<file path="src/rtl/shifter_pkg.sv">
// Shared operation encoding and pipeline sizing helpers for pipelined_shifter.
// Build option SHIFTER_ROTATE_EN: when defined, op 11 rotates right; otherwise op 11 acts as SRL.
package shifter_pkg;

    typedef enum logic [1:0] {
        SH_SRL = 2'b00,
        SH_SRA = 2'b01,
        SH_SLL = 2'b10,
        SH_ROR = 2'b11
    } shift_op_e;

    function automatic int calc_levels(input int width);
        return $clog2(width);
    endfunction

    // Levels per register group; the final group may end up short or empty.
    function automatic int calc_levels_per_stage(input int width, input int stages);
        return (calc_levels(width) + stages - 1) / stages;
    endfunction

`ifdef SHIFTER_ROTATE_EN
    localparam bit ROT_SUPPORTED = 1'b1;
`else
    localparam bit ROT_SUPPORTED = 1'b0;
`endif

endpackage

</file>
<file path="src/rtl/shift_level.sv">
// One logarithmic level of the barrel shifter: optionally moves data right by DIST,
// refilling the vacated MSBs with the fill bit or, when rotating, with the bits shifted out.
module shift_level #(
    parameter int WIDTH = 32,
    parameter int DIST  = 1
) (
    input  logic [WIDTH-1:0] data,
    input  logic             en,
    input  logic             fill,
    input  logic             rotate,
    output logic [WIDTH-1:0] result
);

    logic [DIST-1:0] upper;

    assign upper  = rotate ? data[DIST-1:0] : {DIST{fill}};
    assign result = en ? {upper, data[WIDTH-1:DIST]} : data;

endmodule

</file>
<file path="src/rtl/pipelined_shifter.sv">
// Pipelined barrel shifter (SRL/SRA/SLL/ROR) with tag passthrough and valid/ready backpressure.
// Build option SHIFTER_ROTATE_EN (via shifter_pkg::ROT_SUPPORTED) enables the rotate wrap path.
module pipelined_shifter
    import shifter_pkg::*;
#(
    parameter int WIDTH  = 32,
    parameter int STAGES = 2,
    parameter int TAG_W  = 5
) (
    input  logic                     clk,
    input  logic                     rst_n,
    input  logic                     flush,
    input  logic                     in_valid,
    output logic                     in_ready,
    input  logic [WIDTH-1:0]         in_data,
    input  logic [$clog2(WIDTH)-1:0] in_amt,
    input  logic [1:0]               in_op,
    input  logic [TAG_W-1:0]         in_tag,
    output logic                     out_valid,
    input  logic                     out_ready,
    output logic [WIDTH-1:0]         out_data,
    output logic [TAG_W-1:0]         out_tag,
    output logic                     out_zero
);

    localparam int LEVELS = calc_levels(WIDTH);
    localparam int LPS    = calc_levels_per_stage(WIDTH, STAGES);

    logic adv;

    function automatic logic [WIDTH-1:0] bit_rev(input logic [WIDTH-1:0] d);
        logic [WIDTH-1:0] r;
        for (int i = 0; i < WIDTH; i++) r[i] = d[WIDTH-1-i];
        return r;
    endfunction

    assign adv      = !out_valid || out_ready;
    assign in_ready = adv;

    // Each amount bit is delayed only until the stage that consumes it.
    for (genvar k = 0; k < LEVELS; k++) begin : g_lvl
        localparam int SK = k / LPS;
        logic en;
        if (SK == 0) begin : g_direct
            assign en = in_amt[k];
        end else begin : g_delay
            logic [SK-1:0] dly;
            always_ff @(posedge clk) begin
                if (adv) begin
                    dly[0] <= in_amt[k];
                    for (int i = 1; i < SK; i++) dly[i] <= dly[i-1];
                end
            end
            assign en = dly[SK-1];
        end
    end

    for (genvar s = 0; s < STAGES; s++) begin : g_stage
        logic [WIDTH-1:0]        d_in;
        shift_op_e               op_in;
        logic [TAG_W-1:0]        tag_in;
        logic                    vld_in;
        logic                    vld_p;
        logic                    rot;
        logic [LPS:0][WIDTH-1:0] chain;

        // Stage input: operands (SLL pre-reversed) or the previous stage register
        if (s == 0) begin : g_src
            assign op_in  = shift_op_e'(in_op);
            assign d_in   = (op_in == SH_SLL) ? bit_rev(in_data) : in_data;
            assign tag_in = in_tag;
            assign vld_in = in_valid;
        end else begin : g_src
            assign op_in  = g_stage[s-1].g_reg.op_p;
            assign d_in   = g_stage[s-1].g_reg.data_p;
            assign tag_in = g_stage[s-1].g_reg.tag_p;
            assign vld_in = g_stage[s-1].vld_p;
        end

        assign rot      = ROT_SUPPORTED && (op_in == SH_ROR);
        assign chain[0] = d_in;

        for (genvar j = 0; j < LPS; j++) begin : g_lv
            localparam int K = s * LPS + j;
            if (K < LEVELS) begin : g_on
                shift_level #(
                    .WIDTH (WIDTH),
                    .DIST  (1 << K)
                ) u_level (
                    .data   (chain[j]),
                    .en     (g_lvl[K].en),
                    .fill   ((op_in == SH_SRA) && chain[j][WIDTH-1]),
                    .rotate (rot),
                    .result (chain[j+1])
                );
            end else begin : g_pass
                assign chain[j+1] = chain[j];
            end
        end

        always_ff @(posedge clk or negedge rst_n) begin
            if (!rst_n)     vld_p <= 1'b0;
            else if (flush) vld_p <= 1'b0;
            else if (adv)   vld_p <= vld_in;
        end

        // Stage register boundary
        if (s < STAGES - 1) begin : g_reg
            logic [WIDTH-1:0] data_p;
            shift_op_e        op_p;
            logic [TAG_W-1:0] tag_p;
            always_ff @(posedge clk) begin
                if (adv) begin
                    data_p <= chain[LPS];
                    op_p   <= op_in;
                    tag_p  <= tag_in;
                end
            end
        end else begin : g_out
            logic [WIDTH-1:0] res;
            logic [WIDTH-1:0] data_p;
            logic [TAG_W-1:0] tag_p;
            logic             zero_p;
            assign res = (op_in == SH_SLL) ? bit_rev(chain[LPS]) : chain[LPS];
            always_ff @(posedge clk or negedge rst_n) begin
                if (!rst_n) begin
                    data_p <= '0;
                    tag_p  <= '0;
                    zero_p <= 1'b1;
                end else if (adv) begin
                    data_p <= res;
                    tag_p  <= tag_in;
                    zero_p <= (res == '0);
                end
            end
        end
    end

    assign out_valid = g_stage[STAGES-1].vld_p;
    assign out_data  = g_stage[STAGES-1].g_out.data_p;
    assign out_tag   = g_stage[STAGES-1].g_out.tag_p;
    assign out_zero  = g_stage[STAGES-1].g_out.zero_p;

endmodule

</file>
<file path="config.mk">
export PLATFORM = sky130hd
export DESIGN_NAME = pipelined_shifter
export DESIGN_NICKNAME = d
export VERILOG_FILES = /design/src/rtl/shifter_pkg.sv /design/src/rtl/shift_level.sv /design/src/rtl/pipelined_shifter.sv
export SDC_FILE = /design/constraint.sdc
export NUM_CORES = 1
export LEC_CHECK = 0
export CELL_PAD_IN_SITES_DETAIL_PLACEMENT = 1
export CELL_PAD_IN_SITES_GLOBAL_PLACEMENT = 2
export CORE_MARGIN = 5
export CORE_UTILIZATION = 43
export CTS_BUF_LIST = sky130_fd_sc_hd__clkbuf_16
export DETAILED_ROUTE_END_ITERATION = 6
export DONT_BUFFER_PORTS = 1
export PLACE_DENSITY_LB_ADDON = 0.1
export SLEW_MARGIN = 15
export SYNTH_ARGS = -nofsm -noshare
export SYNTH_HDL_FRONTEND = slang
export SYNTH_SLANG_ARGS = --single-unit
</file>
<file path="constraint.sdc">
create_clock -name clk -period 4.6 [get_ports clk]
set_clock_uncertainty 0.1 [all_clocks]
set_input_delay 1.15 -clock clk [delete_from_list [all_inputs] [get_ports clk]]
set_output_delay 1.15 -clock clk [all_outputs]
set_load 0.005 [all_outputs]
</file>
# --- After elaboration in Yosys (flattened, before gate mapping) ---
# Cells that the tools add are included.
word_totals:
  reg_bits: 81
  in_bits: 49
  word_cells: 34
op_classes:
  n_reduce_logical: 9
  n_mux: 11
  eq_ne: 4
ops:
  columns: ["cell", "n"]
  rows:
  - ["$mux 32", 7]
  - ["$logic_not 32->1", 1]
  - ["$logic_and 1x1->1", 5]
  - ["$eq 2x1->1 const B", 2]
  - ["$eq 2x2->1 const B", 2]
  - ["$mux 1", 4]
  - ["$reduce_bool 2->1", 1]
  - ["$logic_not 1->1", 1]
  - ["$logic_or 1x1->1", 1]

# --- Depth between registers and ports, before layout ---
# Gate-level depths: netlist of run 1.
logic_depth:
  ltp_word: 8
  ltp_mapped: 8

# --- By module ---
# From an unflattened synthesis of run 1, not the netlist that was laid out.
unflattened:
  hier_cells: 624
  hier_area_um2: 6348.6
by_module_without_submodules:
  columns: ["module", "cells_per_inst", "n_inst", "seq_area_each_um2", "area_each_um2"]
  rows:
  - ["pipelined_shifter", 372, 1, 2233.4, 3564.7]
  - ["shift_level at g_stage[1].g_lv[1].g_on.u_level", 74, 1, 0.0, 643.1]
  - ["shift_level at g_stage[0].g_lv[0].g_on.u_level", 38, 1, 0.0, 544.3]
  - ["shift_level at g_stage[0].g_lv[2].g_on.u_level", 45, 1, 0.0, 540.5]
  - ["shift_level at g_stage[0].g_lv[1].g_on.u_level", 40, 1, 0.0, 535.5]
  - ["shift_level at g_stage[1].g_lv[0].g_on.u_level", 55, 1, 0.0, 520.5]

# --- Worst setup path before layout of run 1 ---
# No wires, ideal clock.
synth_path:
  path_type: "input-to-output"
  startpoint: "input out_ready"
  endpoint: "output in_ready"
  slack_ps: 655
  arrival_time_ps: 2695
  path_stages: 3
  cell_sequence: "nor2b_1 -> inv_2 -> clkbuf_1"
synth_between:
  elab_chain_len: 1
synth_lines:
  columns: ["element", "line", "rtl"]
  rows:
  - ["start: declaration", "pipelined_shifter.sv:20", "input logic out_ready,"]
  - ["$logic_or 1x1->1", "pipelined_shifter.sv:37", "assign adv = !out_valid || out_ready;"]
  - ["end: declaration", "pipelined_shifter.sv:14", "output logic in_ready,"]
# Every way passes these cells.

# --- Final worst setup path of run 1 ---
layout_path:
  startpoint: "register g_lvl[3].g_delay.dly"
  endpoint: "register g_stage[1].g_out.zero_p, in the netlist out_zero"
layout_between:
  elab_chain_len: 5
layout_lines:
  columns: ["element", "line", "rtl"]
  rows:
  - ["start: declaration", "pipelined_shifter.sv:47", "logic [SK-1:0] dly;"]
  - ["$mux 32 (*)", "shift_level.sv:17", "assign result = en ? {upper, data[WIDTH-1:DIST]} : data;"]
  - ["$logic_and 1x1->1", "pipelined_shifter.sv:92", ".fill ((op_in == SH_SRA) && chain[j][WIDTH-1]),"]
  - ["$mux 32 (*)", "shift_level.sv:17", null]
  - ["$mux 32 (*)", "pipelined_shifter.sv:124", "assign res = (op_in == SH_SLL) ? bit_rev(chain[LPS]) : chain[LPS];"]
  - ["$logic_not 32->1 (*)", "pipelined_shifter.sv:133", "zero_p <= (res == '0);"]
  - ["end signal: assignment", "pipelined_shifter.sv:133", null]
  - ["end: declaration", "pipelined_shifter.sv:123", "logic zero_p;"]
# Mark *: on every way between the ends. The rest lies on a longest branch, timed or not.
# A chain may end at the register's enable or synchronous reset.

==> results of run 1 <==
[cell usage in the layout (no fill, tap or decap), types with 4 or more instances in the layout]
| cell type | n |
|---|---|
| dfrtp_1 | 39 |
| o21ai_0 | 32 |
| clkbuf_16 | 10 |
| nor2_1 | 49 |
| edfxtp_1 | 41 |
| nand2b_1 | 4 |
| inv_1 | 4 |
| nor2b_1 | 8 |
| a21oi_1 | 30 |
| o22ai_1 | 6 |
| buf_4 | 7 |
| nor3_1 | 5 |
| nand2_1 | 56 |
| nand3_1 | 8 |
| mux2_2 | 5 |
| mux2i_1 | 133 |
| a211oi_1 | 9 |
| a31oi_1 | 15 |
[how the worst min path moves through the flow]
stage	start	endpoint	slack [ps]
2_1_floorplan	g_stage[0].g_reg.tag_p[0]	out_tag[0]	320
3_3_place_gp	g_stage[0].g_reg.tag_p[4]	out_tag[4]	320
3_5_place_dp	g_stage[0].g_reg.tag_p[3]	out_tag[3]	340
4_1_cts	g_stage[0].g_reg.tag_p[3]	out_tag[3]	350
5_1_grt	rst_n	out_data[24]	380
6_report	g_stage[0].g_reg.tag_p[3]	out_tag[3]	350
[cell usage after synthesis (all sizes together) (4+ instances only)]
cell type	number	share of area, %
clkbuf	19	1.4
dfrtp	39	19
mux2	5	1.1
a31oi	15	1.8
o22ai	6	0.73
nor2	50	3.7
mux2i	133	26
nand3	8	0.78
o21ai	34	3.4
nor2b	10	1.2
nor3	5	0.49
nand2b	4	0.49
a211oi	9	1.3
nand2	56	4.1
edfxtp	41	24
inv	6	0.44
a21oi	30	2.9
buf	19	2.0
[worst register-to-register path: cells and delay by family, from the launching register on]
family          cells  cell delay (ps)
compound gates      2              650
buf+inv             1              280
flops               1              530
simple gates        4             1480
[cells by family (layout without fill, tap and decap cells)]
family,after synthesis,in the layout,synth area share [%]
simple gates,145,145,12.38
compound gates,108,108,12.47
buf+inv,45,30,3.883
flops,81,81,43.31
xor+xnor,1,1,0.1699
mux,140,140,27.78
[flip-flops by register name (all words and copies together), names as in the netlist]
register              count
g_stage.g_reg.tag_p       5
out_valid                 1
g_stage.g_reg.data_p     32
out_tag                   5
out_zero                  1
g_stage.g_reg.op_p        2
g_stage.vld_p             1
g_lvl.en                  2
out_data                 32
[per-layer routing]
metal  up-vias  track usage, %  share of wire (%)
li1       1869               -                  -
met1      1859           24.52                 44
met2        91           34.60                 49
met3         9           4.524                4.9
met4         0           5.154                1.5
met5         -               0                  0
[power by group through the flow]
stage	clock network, mW	logic, mW	registers, mW
5_1_grt	0.775	0.445	0.987
3_5_place_dp	0	0.401	0.993
2_1_floorplan	0	0.323	0.947
3_3_place_gp	0	0.389	0.989
4_1_cts	0.733	0.405	0.979
6_report	0.720	0.402	0.975
[through the flow]
step | power [mW] | instances | util [%] | hold slack [ps] | worst slack [ps]
finish | 2.096 | 652 | 46.66 | 347.1 | 1498
floorplan | 1.271 | 520 | - | 321.7 | 655.2
global placement | 1.378 | 636 | 44.09 | 324.8 | 1315
global route | 2.208 | 652 | 46.66 | 375.9 | 1423
CTS | 2.116 | 652 | 46.66 | 353.7 | 1481
detailed placement | 1.395 | 636 | 44.09 | 336.6 | 1250
[cell type report]
cell class	instances	area, sq um	share of cell area (%)
Tap cell	147	183.9	3.324
Clock buffer	10	250.2	4.522
Multi-Input combinational cell	394	2733	49.38
Timing Repair Buffer	7	52.55	0.9496
Sequential cell	81	2233	40.36
Clock inverter	6	53.80	0.9722
Inverter	7	27.53	0.4974
==> key figures, run 1 <==
Outcome
  – Status: finished clean

Pwr
  – PwrDens: 378.8 mW/mm^2
  – Logic pwr share: 19.2%
  – Sw power: 0.6438 mW
  – Sw Ratio: 30.71%
  – Register share of total power: 46.5%
  – Clock network fraction of total power: 34.3%
  – Max VDD drop: 163.7 uV
  – Int Power: 1.452 mW
  – Lkg Pwr: 2.364 nW

Die
  – DIE AREA: 0.01428 sq mm
  – Die Y: 119.5 um
  – Die X-Extent: 119.5 um
  – Core area: 0.01186 sq mm
  – Io pins: 89
  – Initial Util: 43.47%
  – Row cnt: 40

Clock tree
  – Root buffer cell: clkbuf_16
  – Post-CTS setup buffer count: 0
  – TritonCTS clock tree: done
  – Worst skew pair latency: 340 ps
  – # hold bufs at CTS: 0
  – Sink Count: 81
  – Post-CTS Resized: 0
  – H-tree levels: 3
  – Clock-pin slew on the worst setup and hold paths: 70 ps
  – CTS Buffer Depth: 2
  – Num CTS Buffers: 9

Placed design
  – Placed Area: 0.005230 sq mm
  – GP Congestion: 0.8428
  – Placed wire-length estimate: 10610 um
  – IO Port Bufs: 0

Drt
  – DRC: 0
  – Via/cell ratio: 5.871
  – DR WL/cell: 21.50 um
  – Post-route ant nets: 0
  – Final wirelength: 14020 um
  – Via count: 3828
  – 1st-pass router iterations: 4
  – Starting DRC count in detailed routing: 175

Synthesis
  – Post-synthesis sequential area ratio: 43.31%
  – Synth async-reset ratio: 49.38%
  – Warnings from Yosys: 0
  – Synth Register Bits: 81
  – Syn_nets: 569
  – Cell variety after synth: 44
  – Mapped Area: 0.005156 sq mm
  – Synth Area per Inst: 9.916 sq um
  – Main synth FF type: edfxtp_1
  – Mapped Cells: 520
  – Number of flops mapped to enable cells by yosys: 41

Setup path
  – Buf/Inv on CP: 1
  – Worst Path Required: 4770 ps
  – FF-to-FF setup slack: 1500 ps
  – Crit end category: flip-flop
  – Cell family with most CP delay: simple AND/OR/NAND/NOR gates
  – WP depth: 7
  – Reg-to-Reg Start: g_lvl[3].en
  – Crit path kind: reg -> reg
  – CP cell instances: buf_4 -> nor2_2 -> nor2_1 -> nor2_1 -> a21boi_0 -> and3_1 -> a32o_1
  – Worst path max stage delay: 540 ps
  – CP Max Fanout: 22
  – R2R Path End: out_zero
  – Slowest-stage cell, CP: nor2_2
  – Critical path endpoint: out_zero
  – Cell mode on critical path: nor2_1
  – Startpoint Class: flip-flop
  – Worst setup path start: g_lvl[3].en
  – WP data arrival: 3280 ps
  – Reg2Reg Depth: 7

GRT
  – Gr usage total: 19.72%
  – First-pass GRT wire length: 22400 um
  – Vias in the first global route: 4100
  – Largest net degree at the start of global routing: 87
  – Initial antenna violation count: 0
  – Gr ovfl total: 0

Hold path
  – Hold Path Class: reg -> reg
  – Hold path depth: 2

Timing
  – # setup viols final: 0
  – Max transition margin: 34.56%
  – Crit path time final: 3102 ps
  – Max Transition Viols Final: 0
  – Worst slew pin tran: 981.6 ps
  – Crit share post-route: 67.43%
  – Hold Fails Final Rpt: 0
  – RSZ-0062 raised after global routing: no
  – Max Freq: 322.4 MHz
  – Sum Neg Setup Slack: 0 ps

Cells and area
  – Final instance area: 0.005534 sq mm
  – Share of cells above drive strength 1: 7.723%
  – Layout Nets: 549
  – Ant diodes: 0
  – # fillers: 1340
  – Syn-to-layout area delta: 7.328%

Flow run
  – Max-cap violations: 0
Note: power is estimated with default switching activity, not from simulation.
==> run 2: changes to the inputs <==
Settings changed: CORE_UTILIZATION 43 to 36.
Clock period 4.6 ns to 2.7 ns, I/O delays scaled along.
==> run 2 against run 1 <==
Worst hold slack got worse by 270 ps. Largest cell class unchanged. Cell area grew 3.8%. Setup slack got worse by 1200 ps. Sequential power rose by 69%. Clock-buffer cell count grew 1. Total power up 71%. Routed wire length rose by 2.8%. Core utilization shrank 5.6 points. Combinational power increased by 83%. Maximum frequency is 31% higher.
==> key figures, run 2 (synthesis results as in run 1) <==
Setup path
  – WP data arrival: 2550 ps
  – Crit end category: flip-flop
  – Worst setup path start: g_stage[0].g_reg.op_p[0]
  – CP cell instances: nand2b_1 -> buf_4 -> a211oi_1 -> o21ai_1 -> nor4_1 -> a32o_1
  – Cell family with most CP delay: simple AND/OR/NAND/NOR gates
  – Worst path max stage delay: 480 ps
  – Crit path kind: reg -> reg
  – Startpoint Class: flip-flop
  – Slowest-stage cell, CP: nand2b_1
  – CP Max Fanout: 14
  – Buf/Inv on CP: 1
  – Worst Path Required: 2870 ps
  – Reg-to-Reg Start: g_stage[0].g_reg.op_p[0]

Drt
  – Via count: 3870
  – 1st-pass router iterations: 4
  – DR WL/cell: 20.59 um
  – DRC: 0
  – Post-route ant nets: 0
  – Via/cell ratio: 5.529
  – Starting DRC count in detailed routing: 193
  – Final wirelength: 14410 um

Die
  – Core area: 0.01399 sq mm
  – Die Y: 129.7 um
  – Die X-Extent: 129.7 um
  – Initial Util: 36.86%
  – Io pins: 89
  – DIE AREA: 0.01682 sq mm
  – Row cnt: 43

GRT
  – Initial antenna violation count: 0
  – Gr ovfl total: 0
  – Largest net degree at the start of global routing: 53
  – First-pass GRT wire length: 22780 um
  – Vias in the first global route: 4148
  – Gr usage total: 17.36%

Pwr
  – PwrDens: 623.1 mW/mm^2
  – Lkg Pwr: 2.471 nW
  – Max VDD drop: 290.1 uV
  – Pwr Total: 3.579 mW

Clock tree
  – Clock-pin slew on the worst setup and hold paths: 60 ps
  – Sink Count: 81
  – H-tree levels: 3
  – Worst skew pair latency: 340 ps
  – Num CTS Buffers: 9
  – Root buffer cell: clkbuf_16
  – Post-CTS setup buffer count: 0
  – TritonCTS clock tree: done
  – # hold bufs at CTS: 1
  – Post-CTS Resized: 0
  – CTS Buffer Depth: 2

Cells and area
  – Share of cells above drive strength 1: 9.808%
  – Syn-to-layout area delta: 11.41%
  – Layout Nets: 564
  – Leading cell type in the layout, fill and taps excluded: mux2i_1
  – Ant diodes: 0
  – Most frequent cells in the layout: mux2i_1 (133), nand2_1 (56), nor2_1 (49)

Hold path
  – Hold Path Class: in -> async

Timing
  – Worst slew pin tran: 642.5 ps
  – RSZ-0062 raised after global routing: no
  – Max Transition Viols Final: 0
  – Max transition margin: 55.94%
  – # setup viols final: 0
  – Crit share post-route: 88.01%
  – Max Freq: 420.8 MHz
  – Sum Neg Setup Slack: 0 ps
  – Hold Fails Final Rpt: 0
  – Crit path time final: 2376 ps

Outcome
  – Status: finished clean

Placed design
  – Placed wire-length estimate: 11320 um
  – GP Congestion: 0.8531
  – IO Port Bufs: 0

Flow run
  – Max-cap violations: 0
[run 2: metrics by stage]
| step | setup slack [ps] | std cells | utilization (%) | hold WS [ps] | instance area (sq um) |
|---|---|---|---|---|---|
| 6_report | 323.7 | 700 | 41.06 | 73.92 | 5744 |
| 4_1_cts | 340.7 | 700 | 41.06 | 70.76 | 5744 |
| 3_3_place_gp | 226.4 | 683 | 38.80 | 280.5 | 5428 |
| 5_1_grt | 118.0 | 700 | 41.06 | 61.29 | 5744 |
| 2_1_floorplan | 384.4 | 520 | - | 279.4 | 5157 |
| 3_5_place_dp | 250.9 | 683 | 38.80 | 280.5 | 5428 |
[run 2: where the power goes]
part,total (mW),leakage (nW),switching (mW),internal (mW)
combinational,0.734,1.39,0.425,0.309
clock,1.20,0.159,0.475,0.722
sequential,1.65,0.925,0.150,1.50
[run 2: cell type report]
cell class	instances	area (sq um)
clock inverters	5	21.27
repair buffers	22	227.7
inverters	7	28.78
well taps	180	225.2
fillers	1600	8244
clock buffers	11	275.3
multi-input cells	394	2733
flip-flops and latches	81	2233
[run 2: worst reg2reg max path: cells and delay by family (launching register included)]
family | cells | cell delay [ps]
and+or+nand+nor | 2 | 860
buffers and inverters | 1 | 340
DFF | 1 | 460
AOI/OAI and AO/OA | 3 | 550
[run 2: final timing paths]
kind,endpoint,slack [ps],cells after the start
max reg2reg,out_zero,320,6
max in group asynchronous,out_data[7],2220,1
min,out_tag[4],70,1
max,out_zero,320,6
min in group clk,out_valid,300,1
min reg2reg,out_tag[0],340,2
[run 2: layer usage]
metal,track usage [%],up-vias,share of wire (%)
li1,-,1885,-
met1,21.60,1874,44
met2,30.21,96,49
met3,3.875,15,5.4
met4,5.012,0,1.7
met5,0,-,0
==> run 3: changes to the inputs <==
Settings changed: ABC_CLOCK_PERIOD_IN_PS from default to 2700.
==> results of run 3 <==
No change in the layout: final DEF, timing and power equal those of run 2.
